## config.mk

```make
export PLATFORM = sky130hd
export DESIGN_NAME = uart_rx_fifo
export DESIGN_NICKNAME = d
export VERILOG_FILES = /design/src/rtl/uart_rx_fifo.sv
export SDC_FILE = /design/constraint.sdc
export NUM_CORES = 1
export LEC_CHECK = 0
export CAP_MARGIN = 10
export CORE_UTILIZATION = 55
export CTS_BUF_LIST = sky130_fd_sc_hd__clkbuf_16
export CTS_CLUSTER_DIAMETER = 100
export DETAILED_ROUTE_END_ITERATION = 16
export DONT_BUFFER_PORTS = 1
export PLACE_DENSITY = 0.7
export SLEW_MARGIN = 20
export SYNTH_ARGS = -nofsm -noshare
export SYNTH_HDL_FRONTEND = slang
export SYNTH_SLANG_ARGS = --single-unit
```

## constraint.sdc

```tcl
create_clock -name i_clk -period 3.4 [get_ports i_clk]
set_clock_uncertainty 0.2 [all_clocks]
set_input_delay 0.51 -clock i_clk [delete_from_list [all_inputs] [get_ports i_clk]]
set_output_delay 0.51 -clock i_clk [all_outputs]
set_load 0.03 [all_outputs]
```

## src/rtl/uart_rx_fifo.sv

```systemverilog
// Receive-side FWFT byte buffer placed after uart_rx: captures every done-tick byte
// and lets the consumer pop at its own pace, with full/empty/count/sticky-overflow status.
module uart_rx_fifo #(
    parameter int B = 8,
    parameter int W = 2
) (
    input  logic         i_clk,
    input  logic         i_reset,
    input  logic         i_wr,
    input  logic [B-1:0] i_wdata,
    input  logic         i_rd,
    input  logic         i_ovf_clr,
    output logic [B-1:0] o_rdata,
    output logic         o_empty,
    output logic         o_full,
    output logic [W:0]   o_count,
    output logic         o_overflow
);

    localparam int DEPTH = 1 << W;
    localparam logic [W:0] DEPTH_CNT = (W+1)'(DEPTH);

    logic [B-1:0] mem_q [DEPTH];

    logic [W-1:0] wr_ptr_q, wr_ptr_d;
    logic [W-1:0] rd_ptr_q, rd_ptr_d;
    logic [W:0]   count_q, count_d;
    logic         overflow_q, overflow_d;

    logic empty, full;
    logic wr_accept, rd_accept, wr_drop;

    assign empty = (count_q == '0);
    assign full  = (count_q == DEPTH_CNT);

    // A write into a full FIFO is still accepted when a pop frees a slot on the same edge.
    always_comb begin
        rd_accept  = i_rd && !empty;
        wr_accept  = i_wr && (!full || i_rd);
        wr_drop    = i_wr && full && !i_rd;

        wr_ptr_d   = wr_ptr_q;
        rd_ptr_d   = rd_ptr_q;
        count_d    = count_q;
        overflow_d = overflow_q;

        if (wr_accept) begin
            wr_ptr_d = wr_ptr_q + 1'b1;
        end
        if (rd_accept) begin
            rd_ptr_d = rd_ptr_q + 1'b1;
        end

        case ({wr_accept, rd_accept})
            2'b10:   count_d = count_q + 1'b1;
            2'b01:   count_d = count_q - 1'b1;
            default: count_d = count_q;
        endcase

        // A drop on the same edge as a clear must leave the flag set.
        if (i_ovf_clr) begin
            overflow_d = 1'b0;
        end
        if (wr_drop) begin
            overflow_d = 1'b1;
        end
    end

    always_ff @(posedge i_clk or negedge i_reset) begin
        if (!i_reset) begin
            wr_ptr_q   <= '0;
            rd_ptr_q   <= '0;
            count_q    <= '0;
            overflow_q <= 1'b0;
        end else begin
            wr_ptr_q   <= wr_ptr_d;
            rd_ptr_q   <= rd_ptr_d;
            count_q    <= count_d;
            overflow_q <= overflow_d;
        end
    end

    always_ff @(posedge i_clk) begin
        if (wr_accept) begin
            mem_q[wr_ptr_q] <= i_wdata;
        end
    end

    assign o_rdata    = empty ? '0 : mem_q[rd_ptr_q];
    assign o_empty    = empty;
    assign o_full     = full;
    assign o_count    = count_q;
    assign o_overflow = overflow_q;

endmodule

```

==> impl_metrics.toml <==
[die]
die_y_microns = 57.4
coreArea_sq_um = 2830
dieArea_sq_um = 3300
ios = 27
die_w_microns = 57.4
std_cell_rows = 19
initial_utilization = 0.597

[synthesis]
ys_seq_elements = 40
muxShareOfSynthArea = 0.121
postSynthAreaPerCell_sq_um = 18.0
synth-warning-count = 0
synthCells = 94
yosys.area_share.simple = 0.0674
synth-compound-area-share = 0.0141
yosysUniqueCellTypes = 20
synth_xor_area_frac = 0.0311
yosys.area_share.adder = 0.0489
synth_area_sq_um = 1690
ys_seq_area_frac = 0.687
syn_nets = 113
synth_top_family_by_area = "multiplexers"

[routing]
first_iter_violations = 21
drtPass1Iterations = 10
drc = 2
wl_microns = 2580
ant_nets = 0
routedWlPerCell_microns = 19.7
vias_per_cell = 5.87
num_vias = 769

[clock_tree]
cts_root_buf = "clkbuf_16"
cts_num_sinks = 40
cts-htree-levels = 2
clk_path_buf_depth = 2
post-cts-setup-buffer-count = 0
path_clk_slew_ns = 0.06
post_cts_resize_count = 0
cts_made_buffers = 5
clock_latency_ns = 0.28
cts_tree = "built"

[global_routing]
track_usage = 0.189
grt_overflow = 0
grt_pass1_vias = 817
grt_pass1_wl_microns = 4150
antenna_found_initial = 0
grt_max_degree = 14

[worst_setup_path]
path_class = "flip-flop to flip-flop"
cp.arrival_ns = 2.60
end_kind = "flip-flop"
rr_startpoint = "o_count[2]$_DFFE_PN0P_"
worstPathMaxFanout = 7
critical_path_required_ns = 3.41
worst_setup_path_start_kind = "flip-flop"
critPathLaunch = "o_count[2]$_DFFE_PN0P_"

[pwr]
swShare = 0.369
power_frac_comb = 0.318
vdd_drop_max_mv = 0.682
p_sw_uw = 682
power_frac_seq = 0.439
power.leakage_uw = 0.000701
p_int_uw = 1170
p_clk_frac = 0.243
power_density_nw_per_um2 = 989

[sta]
hold_violations = 0
min_period_over_period = 0.763
setup_viol = 0
grt_setup_unrepaired = "no"
fin_setup_tns_ns = 0
max_slew_margin = 0.597
fmax_ghz = 0.385
worst_slack_ns = 0.804
period_needed_ns = 2.60
maxSlewViolCount = 0
tightest_slew_ns = 0.604

[layout]
fillers = 188
ff_latch_area_sq_um = 1160
final_cell_mix = "32 x edfxtp_1, 10 x inv_1, 9 x and2_1"
nNetsFinal = 118
final_common_cell = "edfxtp_1"
multi_input_area_sq_um = 478
fin_util = 0.661
drive_gt1_frac = 0.240
diodes = 0
stdcell_count = 131
syn_to_final_growth_pct = 10.7

[placement]
gp_congestion = 0.665
dp.cells = 122
io_buffers = 0
dp_hpwl_microns = 1650
place_ws_ns = 0.792

[run_status]
failed_checks = "DRC"
status = "finished, violations left"

[min_path]
holdCritPathClass = "input pin to flip-flop"
hold_start = "i_ovf_clr"

[flow_run]
max-cap-violations = 0
## synth_stat cells
cell type | n | area, sq um
mux2_4 | 1 | 15.0
clkbuf_1 | 2 | 7.51
and2_2 | 4 | 30.0
o21a_4 | 1 | 15.0
mux2i_1 | 1 | 10.0
mux4_2 | 8 | 180
and2_1 | 9 | 56.3
fa_1 | 1 | 20.0
or3b_4 | 1 | 11.3
dfrtp_1 | 8 | 200
buf_2 | 1 | 5.00
edfxtp_1 | 32 | 961
xnor2_1 | 3 | 26.3
nand3_1 | 1 | 5.00
nor2_1 | 1 | 3.75
xor2_1 | 3 | 26.3
o32ai_1 | 1 | 8.76
or3_2 | 1 | 7.51
inv_1 | 10 | 37.5
ha_1 | 5 | 62.6
## worst paths after layout
path                                      endpoint  slack [ns]  cells past startpoint
max                         o_count[2]$_DFFE_PN0P_        0.80                      9
min                         o_overflow$_DFFE_PN0P_        0.12                      1
max reg2reg                 o_count[2]$_DFFE_PN0P_        0.80                      9
min reg2reg                wr_ptr_q[1]$_DFFE_PN0P_        0.38                      1
max in group asynchronous  wr_ptr_q[0]$_DFFE_PN0P_        2.33                      1
min in group asynchronous   o_count[0]$_DFFE_PN0P_        0.39                      1
## stage by stage
stage / hold WS [ns] / cell area, sq um / total power, uW
floorplan: 0.0144 / 1690 / 1320
global placement: 0.0146 / 1720 / 1400
detailed placement: 0.0146 / 1720 / 1420
CTS: 0.116 / 1870 / 1880
global route: 0.109 / 1870 / 1950
finish: 0.120 / 1870 / 1850
## power groups by stage
stage               Combinational (uW)  Clock, uW  Sequential [uW]
finish                             588        449              811
CTS                                599        460              817
global placement                   581          0              816
floorplan                          572          0              749
global route                       637        479              831
detailed placement                 591          0              827
## layer usage
| layer | wire length [microns] | global-route usage | vias to the layer above | part of all wire |
|---|---|---|---|---|
| met5 | 0 | 0 | - | 0 |
| met4 | 63 | 0.125 | 0 | 0.024 |
| met3 | 189 | 0.0703 | 5 | 0.073 |
| met2 | 1270 | 0.286 | 28 | 0.49 |
| met1 | 1060 | 0.228 | 389 | 0.41 |
| li1 | - | - | 347 | - |
## what timing repair did
item / CTS / global route
hold endpoints to repair: 8 / 0
hold buffers: 1 / 0
endpoints found under the setup margin: 0 / 0
## cell type report
cell class / count / share of cell area
clock buffers: 5 / 0.0669
flip-flops and latches: 40 / 0.621
multi-input cells: 41 / 0.256
clock inverters: 3 / 0.0100
repair buffers: 1 / 0.00535
well taps: 31 / 0.0207
inverters: 10 / 0.0201
## cell families after synthesis
family,Yosys count
flops,40
simple gates,17
buf+inv,13
mux,10
xor+xnor,6
fa+ha+maj,6
compound gates,2
## critical path, cell delays in order, from the launching register on
cell and delay (ns):
dfrtp_1 0.55, or3b_4 0.44, o21a_4 0.23, inv_1 0.07, ha_1 0.19, inv_1 0.06, fa_1 0.37, xor2_1 0.15
nor2_1 0.11, xor2_1 0.15
## flip-flops by register name, summed over array words and instances (netlist names)
register and cells:
wr_ptr_q 2, rd_ptr_q 2, o_count 3, o_overflow 1
mem_q 32
Note: power is estimated with default switching activity, not from simulation.
